==> src/rtl/ioctl_pkg.sv <==
// Shared types and constants for the ioctl download path.
package ioctl_pkg;

  typedef enum logic [2:0] {
    ST_IDLE,
    ST_LOAD,
    ST_STROBE,
    ST_GAP,
    ST_TAIL
  } state_e;

  localparam int IOCTL_AW = 25;

  localparam logic [7:0] IDX_ROM = 8'd0;
  localparam logic [7:0] IDX_MOD = 8'd1;

endpackage

==> src/rtl/ioctl_download_tx.sv <==
// ioctl download transmitter: turns a valid/ready byte stream into paced
// ioctl_wr strobes with a guaranteed gap between rising edges.
module ioctl_download_tx
  import ioctl_pkg::*;
#(
  parameter int WR_GAP = 8,
  parameter int TAIL   = 4,
  parameter int AW     = IOCTL_AW
) (
  input  logic          clk_sys,
  input  logic          reset_n,
  input  logic          start,
  input  logic [7:0]    index,
  input  logic          s_valid,
  input  logic [7:0]    s_data,
  input  logic          s_last,
  output logic          s_ready,
  output logic          ioctl_download,
  output logic          ioctl_wr,
  output logic [AW-1:0] ioctl_addr,
  output logic [7:0]    ioctl_dout,
  output logic [7:0]    ioctl_index,
  output logic          busy,
  output logic          addr_wrap
);

  localparam int CMAX = (WR_GAP > TAIL) ? WR_GAP : TAIL;
  localparam int CW   = $clog2(CMAX + 1);

  state_e        state_q, state_d;
  logic [CW-1:0] cnt_q, cnt_d;
  logic [AW-1:0] addr_q, addr_d;
  logic [7:0]    dout_q, dout_d;
  logic [7:0]    index_q, index_d;
  logic          wrap_q, wrap_d;
  logic          last_q, last_d;
  logic [AW:0]   addr_inc;

  // Extra top bit of the increment is the wrap carry.
  assign addr_inc = {1'b0, addr_q} + {{AW{1'b0}}, 1'b1};

  always_comb begin
    state_d = state_q;
    cnt_d   = cnt_q;
    addr_d  = addr_q;
    dout_d  = dout_q;
    index_d = index_q;
    wrap_d  = wrap_q;
    last_d  = last_q;
    unique case (state_q)
      ST_IDLE: begin
        if (start) begin
          index_d = index;
          addr_d  = '0;
          wrap_d  = 1'b0;
          state_d = ST_LOAD;
        end
      end
      ST_LOAD: begin
        if (s_valid) begin
          dout_d  = s_data;
          last_d  = s_last;
          state_d = ST_STROBE;
        end
      end
      ST_STROBE: begin
        addr_d  = addr_inc[AW-1:0];
        if (addr_inc[AW]) wrap_d = 1'b1;
        // STROBE + GAP + the accept cycle span WR_GAP cycles in total.
        cnt_d   = CW'(WR_GAP - 3);
        state_d = ST_GAP;
      end
      ST_GAP: begin
        if (cnt_q == '0) begin
          if (last_q) begin
            cnt_d   = CW'(TAIL - 1);
            state_d = ST_TAIL;
          end else begin
            state_d = ST_LOAD;
          end
        end else begin
          cnt_d = cnt_q - CW'(1);
        end
      end
      ST_TAIL: begin
        if (cnt_q == '0) state_d = ST_IDLE;
        else             cnt_d   = cnt_q - CW'(1);
      end
      default: state_d = ST_IDLE;
    endcase
  end

  always_ff @(posedge clk_sys or negedge reset_n) begin
    if (!reset_n) begin
      state_q <= ST_IDLE;
      cnt_q   <= '0;
      addr_q  <= '0;
      dout_q  <= '0;
      index_q <= '0;
      wrap_q  <= 1'b0;
      last_q  <= 1'b0;
    end else begin
      state_q <= state_d;
      cnt_q   <= cnt_d;
      addr_q  <= addr_d;
      dout_q  <= dout_d;
      index_q <= index_d;
      wrap_q  <= wrap_d;
      last_q  <= last_d;
    end
  end

  // Outputs decode straight from the state flop so reset clears them at once.
  assign s_ready        = (state_q == ST_LOAD);
  assign ioctl_wr       = (state_q == ST_STROBE);
  assign busy           = (state_q != ST_IDLE);
  assign ioctl_download = busy;
  assign ioctl_addr     = addr_q;
  assign ioctl_dout     = dout_q;
  assign ioctl_index    = index_q;
  assign addr_wrap      = wrap_q;

endmodule

==> config.mk <==
export PLATFORM = sky130hd
export DESIGN_NAME = ioctl_download_tx
export DESIGN_NICKNAME = d
export VERILOG_FILES = /design/src/rtl/ioctl_pkg.sv /design/src/rtl/ioctl_download_tx.sv
export SDC_FILE = /design/constraint.sdc
export NUM_CORES = 1
export LEC_CHECK = 0
export ABC_CLOCK_PERIOD_IN_PS = 5630
export BUFFER_PORTS_ARGS = -buffer_cell sky130_fd_sc_hd__buf_2
export CAP_MARGIN = 20
export CORE_ASPECT_RATIO = 0.9
export CORE_MARGIN = 4
export CORE_UTILIZATION = 45
export CTS_BUF_LIST = sky130_fd_sc_hd__clkbuf_4
export CTS_CLUSTER_SIZE = 25
export DETAILED_ROUTE_END_ITERATION = 10
export GPL_TIMING_DRIVEN = 0
export PLACE_DENSITY = 0.7
export SETUP_SLACK_MARGIN = 0.3
export SYNTH_ARGS = -nofsm -noshare
export SYNTH_HDL_FRONTEND = slang
export SYNTH_SLANG_ARGS = --single-unit
==> constraint.sdc <==
create_clock -name clk_sys -period 5.63 [get_ports clk_sys]
set_input_delay 0.8445 -clock clk_sys [delete_from_list [all_inputs] [get_ports clk_sys]]
set_output_delay 0.8445 -clock clk_sys [all_outputs]
set_load 0.01 [all_outputs]
==> results.md, run 1 <==
* Status: completed
* Clock transition at the registers of the reported paths at 0.16 ns
* Reg2Reg Setup Slack at 3.52 ns
* Num CTS Buffers at 5
* Final setup TNS at 0 ns
* Max FO, Critical Path at 10
* Worst EP arrival at 1.75 ns
* DRT Pass-1 Iters at 4
* GRT Overall Usage at 0.176
* Final ANT Viol Nets at 0
* Antenna diode count at 0
* IO Port Bufs at 66
* Switch Pwr at 0.529 mW
* Worst EP required at 4.79 ns
* Seq. cell area at 0.00125 mm²
* Die height at 78.8 µm
* CP endpoint kind: output port
* Flop pwr share at 0.449
* HPWL after DPL at 4120 µm
* Rel. slew slack at 0.524
* Max-cap viol count at 0
* Largest net degree at the start of global routing at 37
* Hold buffers post-CTS at 0
* Clock Skew at 0.0202 ns
* Ys Warns at 0
* Fillers at 487
* Total Power at 1.39 mW
* FF-to-FF Start: state_q[2]$_DFFE_PN0P_
* Residual DRC at 0
* Leading area contributor after synthesis: dfrtp_1
* Cells after Synth at 236
* Share of cells above drive strength 1 at 0.325
* Combinational cell fraction of total power at 0.401
* Most common cell after layout, fill and taps aside: buf_2
* Multi-input logic area at 0.00114 mm²
* Startpoint types: flop
* Post-synth top area share at 0.499
* Seq/Total Area, Yosys at 0.499
* Top area cells in the synthesized netlist: dfrtp_1 50%, mux2_2 7.2%, mux2i_1 4.8%
* Initial core utilization at 0.472
* RSZ-0062 raised after global routing: no
* Final Cycle Share at 0.460
* Die W at 86.7 µm
* Root buffer cell: clkbuf_4
* Slew @ Worst Pin at 0.712 ns
* Post-layout instance area at 0.00302 mm²
* First-iteration detailed-routing DRC count at 113
* I/O pin count at 67
* Main synth FF type: dfrtp_1
* Post-Syn Area at 0.00251 mm²
* Clock latency on the worst-skew pair at 0.36 ns
* Gpl congestion at 0.913
* Slew Limit Fails at 0
* Most frequent cells in the layout: 70 x buf_2, 50 x dfrtp_1, 22 x nand2_1
* Clock share of power at 0.151
* Avg Inst Size Synth at 10.6 µm²
* Vias at 2061
* Worst Reg-to-Reg Cells at 6
* Routed len/inst at 14.7 µm
* Total Wirelength at 5550 µm
* First-pass GRT wire length at 9660 µm
* Async set or reset register ratio after synthesis at 1.00
* Worst hold slack at 0.372 ns
* Gr ovfl total at 0
* Final Hold Vio Count at 0
* Die ar. at 0.00683 mm²
* Max Fclk at 386 MHz
* P&R area growth vs syn at 20.6%
* Final min period at 2.59 ns
* Power per Cell Area at 460 mW/mm²
* VDD IR max at 0.240 mV
* Flops & latches, synth at 50
* Placed inst area at 0.00294 mm²
* Vias per cell at 5.45
* Num rows at 25
* Final #Nets at 334
* Initial antenna violation count at 0
* Post-CTS Resized at 0
* Number of global-route vias before repair at 1963
* TritonCTS clock tree: done
* Post-synth EDFFs at 0
* Clock tree sinks at 50
* Library cells used by synthesis at 51
* Final Setup Violations at 0
* Core Area at 0.00532 mm²
* CP Class: flop to output port
* P_leak at 1.48 nW
* Deepest clock path buffer count at 2
* Synth Net Count at 260
* Internal power at 0.861 mW
* Postcts setup bufs at 0
* H-tree depth at 2
* Sw frac at 0.380
* FF-to-FF End: ioctl_addr[19]$_DFFE_PN0P_
* Hold Crit Class: input pin to async pin
[layer usage]
layer	global-route usage	vias to the layer above	routed length, µm
met5	0	-	0
met4	0.0467	0	29
met3	0.0539	2	424
met2	0.248	59	2440
met1	0.261	980	2660
li1	-	1020	-
[synthesized netlist by cell type (all sizes together), types with 2 or more instances]
cell type	count
mux2	16
or3b	2
nor3b	2
and3	5
o211ai	4
nor2	6
inv	6
o21ai	17
a2bb2oi	2
nand3	12
a31oi	2
o31ai	4
and4	3
ha	3
mux2i	12
buf	6
dfrtp	50
nand4	11
and2	4
nand2b	4
clkbuf	11
a21oi	4
nand2	22
nor3	2
o311ai	3
o21a	2
[area by class of cell]
| type | count | area share |
|---|---|---|
| Buffer | 17 | 0.0265 |
| Timing Repair Buffer | 67 | 0.116 |
| Clock buffer | 6 | 0.0149 |
| Sequential cell | 50 | 0.414 |
| Multi-Input combinational cell | 162 | 0.376 |
| Inverter | 7 | 0.0128 |
| Tap cell | 67 | 0.0277 |
| Clock inverter | 2 | 0.0124 |
[kinds of logic after synthesis]
group / synth area share
xor gates and xnor gates: 0.00699
AOI/OAI and AO/OA: 0.128
adders and majority gates: 0.0150
and+or+nand+nor: 0.184
DFF: 0.499
muxes: 0.120
buffers and inverters: 0.0474
[flip-flops by register name (all words and copies together), names as in the netlist]
signal and flops:
state_q 3, ioctl_addr 25, ioctl_dout 8, addr_wrap 1, last_q 1, cnt_q 4
ioctl_index 8
[critical path: stages, from the launching register on]
cell	delay, ns
dfrtp_1	0.44
clkbuf_1	0.20
or3_1	0.47
buf_4	0.16
buf_2	0.13
[worst max path at each step]
stage	depth (start not counted)	end	slack, ns	startpoint
after global routing	4	ioctl_download	2.92	state_q[1]$_DFFE_PN0P_
after CTS	4	ioctl_download	3.01	state_q[1]$_DFFE_PN0P_
final	4	ioctl_download	3.04	state_q[1]$_DFFE_PN0P_
after global placement	6	ioctl_addr[19]$_DFFE_PN0P_	3.16	start
after floorplan	4	ioctl_index[6]$_DFFE_PN0P_	3.47	start
after detailed placement	6	ioctl_addr[15]$_DFFE_PN0P_	3.14	start
[power groups by stage]
stage	registers (mW)	clock network, mW	logic, mW
after floorplan	0.666	0	0.305
after global placement	0.623	0	0.547
after detailed placement	0.630	0	0.566
after CTS	0.623	0.219	0.566
after global routing	0.649	0.236	0.627
final	0.624	0.210	0.557
[per-stage QoR]
stage,setup WS [ns],cells,util
finish,3.04,378,0.569
global route,2.92,378,0.569
CTS,3.01,378,0.569
detailed placement,3.14,370,0.553
global placement,3.16,369,0.549
floorplan,3.47,236,-
(Power assumes the default switching activity.)
==> run 2: changes to the inputs <==
Settings changed: ABC_CLOCK_PERIOD_IN_PS 5630 to 2300, PLACE_DENSITY 0.7 to 0.73.
Clock period 5.63 ns to 2.3 ns, I/O delays scaled along.
==> results.md, run 2 (synthesis results as in run 1) <==
* Critical path depth in cells at 6 (+2)
* Hold Crit Class: input pin to flop
* Final min period at 1.94 ns
* First-pass GRT wire length at 9600 µm (-0.58%)
* Clock latency on the worst-skew pair at 0.37 ns (about the same)
* Worst hold slack at 0.164 ns (-0.208 ns)
* Initial core utilization at 0.472 (unchanged)
* Grt met2 use at 0.263 (+0.0145)
* CP delay by family, top: simple AND/OR/NAND/NOR gates
* Final Setup Violations at 0 (unchanged)
* Max FO, Critical Path at 10 (unchanged)
* Initial antenna violation count at 0 (unchanged)
* Status: completed
* Rel. slew slack at 0.715 (+0.191)
* Gpl congestion at 0.802 (-12%)
* TritonCTS clock tree: done
* Residual DRC at 0 (unchanged)
* Slew @ Worst Pin at 0.426 ns (-0.286 ns)
* Die W at 86.7 µm (unchanged)
* Reg2Reg Setup Slack at 0.36 ns (-3.16 ns)
* Power per Cell Area at 1090 mW/mm² (+140%)
* Met3 usage at 0.0498 (-0.00415)
* I/O pin count at 67 (unchanged)
* Num rows at 25 (unchanged)
* DRT Pass-1 Iters at 4 (unchanged)
* CP endpoint kind: flop
* Max Fclk at 515 MHz
* CP peak stage delay at 0.53 ns (+0.06 ns)
* Crit path launch: state_q[0]$_DFFE_PN0P_
* Die height at 78.8 µm (unchanged)
* First-iteration detailed-routing DRC count at 97 (-14%)
* Die ar. at 0.00683 mm² (unchanged)
* Routed len/inst at 15.0 µm (+2.2%)
* Final Cycle Share at 0.844
* Hold Crit Depth at 3
* Antenna diode count at 0 (unchanged)
* Gr busiest metal: met2
* FF-to-FF End: ioctl_addr[24]$_DFFE_PN0P_
* Final Hold Vio Count at 0 (unchanged)
* HPWL after DPL at 4170 µm (+1.2%)
* Critical Path, Cell by Cell: or3b_1 -> buf_6 -> clkinv_8 -> nand4_4 -> or4_4 -> mux2i_1
* Largest net degree at the start of global routing at 38 (+2.7%)
* Total Power at 3.37 mW (+140%)
* GR Util met1 at 0.239 (-0.0223)
* Most frequent cells in the layout: 69 x buf_2, 49 x dfrtp_1, 22 x nand2_1
* GRT Overall Usage at 0.174 (-0.00235)
* Core Area at 0.00532 mm² (unchanged)
* Worst EP required at 2.57 ns (-2.22 ns)
* Vias per cell at 5.56 (+1.9%)
* Deepest clock path buffer count at 2 (unchanged)
* Setup crit end: ioctl_addr[24]$_DFFE_PN0P_
* Number of global-route vias before repair at 2048 (+4.3%)
* VDD IR max at 0.613 mV (+160%)
* Post-layout instance area at 0.00309 mm² (+2.2%)
* Worst Reg-to-Reg Cells at 6 (unchanged)
* Slew Limit Fails at 0 (unchanged)
* Clock Skew at 0.0104 ns (-0.00983 ns)
* Worst EP arrival at 2.21 ns (+0.46 ns)
* Clock transition at the registers of the reported paths at 0.15 ns (about the same)
* Share of cells above drive strength 1 at 0.368 (+0.0435)
* Fillers at 478 (-1.8%)
* CP Class: flop to flop
* Num CTS Buffers at 5 (unchanged)
* IO Port Bufs at 66 (unchanged)
* Largest register FFs at 25 (unchanged)
* P_leak at 1.52 nW (+3.1%)
* Slowest cell on crit path: or4_4
* FF-to-FF Start: state_q[0]$_DFFE_PN0P_
* Max-cap viol count at 0 (unchanged)
* H-tree depth at 2 (unchanged)
* Buf+Inv Stages, Crit Path at 2 (-1)
* Vias at 2123 (+3.0%)
* Startpoint types: flop
* Final ANT Viol Nets at 0 (unchanged)
* RSZ-0062 raised after global routing: no
* Final #Nets at 338 (+1.2%)
* Placed inst area at 0.00294 mm² (unchanged)
* Clock tree sinks at 50 (unchanged)
* Root buffer cell: clkbuf_4
* Final setup TNS at 0 ns (unchanged)
* Gr ovfl total at 0 (unchanged)
* Most common cell after layout, fill and taps aside: buf_2
* P&R area growth vs syn at 23.2%
* Total Wirelength at 5730 µm (+3.3%)
==> run 2: layout make-up <==
| type | count | area (µm²) | area share |
|---|---|---|---|
| flip-flops and latches | 50 | 1250 | 0.405 |
| multi-input cells | 162 | 1160 | 0.375 |
| repair buffers | 71 | 383 | 0.124 |
| plain buffers | 17 | 113 | 0.0365 |
| well taps | 67 | 83.8 | 0.0271 |
| inverters | 7 | 38.8 | 0.0126 |
| clock buffers | 5 | 37.5 | 0.0122 |
| clock inverters | 3 | 21.3 | 0.00689 |
==> run 2: where the power goes <==
group / internal (mW) / total, mW / switching, mW
combinational: 0.695 / 1.44 / 0.741
clock: 0.120 / 0.414 / 0.294
sequential: 1.22 / 1.52 / 0.304
total: 2.03 / 3.37 / 1.34
==> run 2: what timing repair did <==
item                                   in CTS  in global routing
pin swaps                                   0                  1
buffers inserted                            1                  2
hold buffers                                1                  0
setup endpoints to repair                  17                 18
resized for setup                          10                 16
endpoints found under the hold margin      13                  0
==> run 2: worst min-delay path by stage <==
stage,to,start,slack (ns)
final,last_q$_DFFE_PN0P_,s_last,0.16
after global routing,last_q$_DFFE_PN0P_,s_last,0.13
after CTS,last_q$_DFFE_PN0P_,s_last,0.14
after detailed placement,ioctl_addr[6]$_DFFE_PN0P_,reset_n,0.26
after global placement,ioctl_index[5]$_DFFE_PN0P_,ioctl_index[5]$_DFFE_PN0P_,0.48
after floorplan,addr_wrap$_DFFE_PN0P_,reset_n,0.05
==> run 2: metal layers <==
layer	vias to the layer above	part of all wire
li1	1027	-
met5	-	0
met4	0	0.012
met2	70	0.45
met1	1019	0.46
met3	7	0.072
==> run 2: per-stage QoR <==
step,util,worst slack (ns),std cells
final,0.581,0.360,382
after CTS,0.573,0.302,380
after global placement,0.549,0.246,369
after global routing,0.581,0.305,382
after detailed placement,0.553,0.189,370
after floorplan,-,0.450,236
==> run 2: worst reg2reg max path, stage by stage (launching register included) <==
cell,delay [ns]
dfrtp_2,0.47
or3b_1,0.40
buf_6,0.15
clkinv_8,0.07
nand4_4,0.10
or4_4,0.53
mux2i_1,0.13
==> run 3: changes to the inputs <==
Settings changed: ABC_CLOCK_PERIOD_IN_PS 2300 to 1990, PLACE_DENSITY 0.73 to 0.7.
Clock period 2.3 ns to 1.99 ns, I/O delays scaled along.
==> results.md, run 3 (synthesis results as in run 1) <==
* FF-to-FF Start: state_q[0]$_DFFE_PN0P_
* FF-to-FF End: ioctl_addr[24]$_DFFE_PN0P_
* Residual DRC at 0 (unchanged)
* Share of cells above drive strength 1 at 0.482 (+0.114)
* Gpl congestion at 0.826 (+2.9%)
* CP peak stage delay at 0.53 ns (about the same)
* CP delay by family, top: simple AND/OR/NAND/NOR gates
* Internal power at 2.90 mW (+43%)
* Combinational cell fraction of total power at 0.457 (+0.031)
* DRT Pass-1 Iters at 4 (unchanged)
* Startpoint types: flop
* Routed len/inst at 16.1 µm (+7.4%)
* Antenna diode count at 0 (unchanged)
* Fillers at 442 (-7.5%)
* Setup crit end: ioctl_addr[24]$_DFFE_PN0P_
* Final #Nets at 363 (+7.4%)
* Total Wirelength at 6560 µm (+14%)
* Slowest cell on crit path: or4_4
* Power per Cell Area at 1300 mW/mm² (+19%)
* DR WL met3 at 468 µm (+13%)
* Max-cap viol count at 0 (unchanged)
* Die W at 86.7 µm (unchanged)
* P_leak at 1.75 nW (+15%)
* Initial core utilization at 0.472 (unchanged)
* Clock Skew at 0.00821 ns (-0.00219 ns)
* Slew Limit Fails at 0 (unchanged)
* Vias per cell at 5.64 (+1.5%)
* Met2 WL post-DR at 3190 µm (+23%)
* Number of global-route vias before repair at 2328 (+14%)
* CP endpoint kind: flop
* Vias at 2295 (+8.1%)
* Buf+Inv Stages, Crit Path at 2 (unchanged)
* Root buffer cell: clkbuf_4
* Largest register FFs at 25 (unchanged)
* Hold Crit Class: input pin to flop
* Initial antenna violation count at 0 (unchanged)
* Post-route met1 wirelength at 2790 µm (+5.2%)
* Num CTS Buffers at 5 (unchanged)
* Worst EP arrival at 2.16 ns (-0.05 ns)
* Multi-input logic area at 0.00130 mm² (+12%)
* Seq. cell area at 0.00125 mm² (unchanged)
* Total Power at 4.66 mW (+38%)
* Reg2Reg Setup Slack at 0.11 ns (-0.25 ns)
* Final Cycle Share at 0.945 (+0.101)
* Final setup TNS at 0 ns (unchanged)
* Switch Pwr at 1.75 mW (+31%)
* Critical path depth in cells at 6 (unchanged)
* RSZ-0062 raised after global routing: yes
* Worst EP required at 2.27 ns (-0.30 ns)
* H-tree depth at 2 (unchanged)
* I/O pin count at 67 (unchanged)
* Max FO, Critical Path at 5 (-5)
* Final min period at 1.88 ns (-0.0609 ns)
* Most common cell after layout, fill and taps aside: buf_2
* Critical Path, Cell by Cell: or3b_4 -> buf_6 -> clkinv_8 -> nand4_4 -> or4_4 -> mux2i_1
* CP Class: flop to flop
* Clock latency on the worst-skew pair at 0.38 ns (about the same)
* First-pass GRT wire length at 11000 µm (+15%)
* Most frequent cells in the layout: 66 x buf_2, 49 x dfrtp_1, 23 x buf_4
* Worst Reg-to-Reg Cells at 6 (unchanged)
* Gr ovfl total at 0 (unchanged)
* Final ANT Viol Nets at 0 (unchanged)
* Clock share of power at 0.157 (+0.034)
* VDD IR max at 0.684 mV (+12%)
* Rel. slew slack at 0.535 (-0.180)
* Die height at 78.8 µm (unchanged)
* Largest net degree at the start of global routing at 30 (-21%)
* GRT Overall Usage at 0.206 (+0.0317)
* Max Fclk at 532 MHz (+3.2%)
* Top routing layer in use: met4
* Clock transition at the registers of the reported paths at 0.15 ns (about the same)
* Die ar. at 0.00683 mm² (unchanged)
* Final core utilization at 0.672 (+0.0913)
* First-iteration detailed-routing DRC count at 162 (+67%)
* HPWL after DPL at 4260 µm (+2.1%)
* Deepest clock path buffer count at 2 (unchanged)
* Final Setup Violations at 0 (unchanged)
* Core Area at 0.00532 mm² (unchanged)
* TritonCTS clock tree: done
* Slew @ Worst Pin at 0.697 ns (+0.271 ns)
* Num rows at 25 (unchanged)
* P&R area growth vs syn at 42.6%
* Status: completed
* Sw frac at 0.376 (-0.0208)
* Final Hold Vio Count at 0 (unchanged)
* Clock tree sinks at 50 (unchanged)
* Crit path launch: state_q[0]$_DFFE_PN0P_
* IO Port Bufs at 66 (unchanged)
* Flop pwr share at 0.386 (-0.066)
run 3: how the worst min path moves through the flow:
stage | slack [ns] | endpoint | cells after the start | start
after global routing | 0.11 | ioctl_dout[5]$_DFFE_PN0P_ | 2 | s_data[5]
after floorplan | 0.003 | addr_wrap$_DFFE_PN0P_ | 0 | reset_n
after detailed placement | 0.39 | ioctl_addr[5]$_DFFE_PN0P_ | 1 | reset_n
after global placement | 0.48 | ioctl_index[6]$_DFFE_PN0P_ | 1 | ioctl_index[6]$_DFFE_PN0P_
after CTS | 0.13 | last_q$_DFFE_PN0P_ | 3 | s_last
final | 0.12 | last_q$_DFFE_PN0P_ | 3 | s_last
run 3: metal layers:
| metal | global-route usage | up-vias |
|---|---|---|
| li1 | - | 1079 |
| met1 | 0.271 | 1114 |
| met2 | 0.327 | 90 |
| met3 | 0.0436 | 12 |
| met4 | 0.0888 | 0 |
| met5 | 0 | - |
run 3: power groups by stage:
stage	sequential [mW]	clock (mW)	combinational [mW]
2_1_floorplan	1.89	0	0.872
6_report	1.80	0.730	2.13
3_5_place_dp	1.79	0	1.61
3_3_place_gp	1.77	0	1.55
4_1_cts	1.78	0.734	2.00
5_1_grt	1.87	0.792	2.33
run 3: tightest hold or removal path, cell delays in order:
cell and delay (ns):
buf_2 0.07, nand2_1 0.04, o21ai_0 0.06
run 3: layout make-up:
| class | instances | area share |
|---|---|---|
| buffer | 17 | 0.0480 |
| clock buffer | 5 | 0.0105 |
| clock inverter | 3 | 0.0179 |
| inverter | 7 | 0.0109 |
| multi-input combinational | 162 | 0.363 |
| sequential | 50 | 0.350 |
| tap | 67 | 0.0235 |
| timing repair buffer | 96 | 0.176 |
run 3: metrics by stage:
stage / hold WS (ns) / std cells / instance area [µm²] / setup slack (ns)
global placement: 0.483 / 369 / 2960 / 0.0531
finish: 0.121 / 407 / 3570 / 0.110
CTS: 0.126 / 402 / 3470 / 0.106
floorplan: 0.00291 / 236 / 2540 / 0.172
detailed placement: 0.389 / 370 / 2990 / 0.0476
global route: 0.107 / 407 / 3570 / 0.0408
run 3: timing repair:
action | in CTS | in global routing
pin swaps | 6 | 6
hold buffers | 1 | 0
resized for setup | 46 | 19
gates cloned | 2 | 1
endpoints found under the setup margin | 50 | 46
endpoints found under the hold margin | 28 | 0
setup buffers | 21 | 4
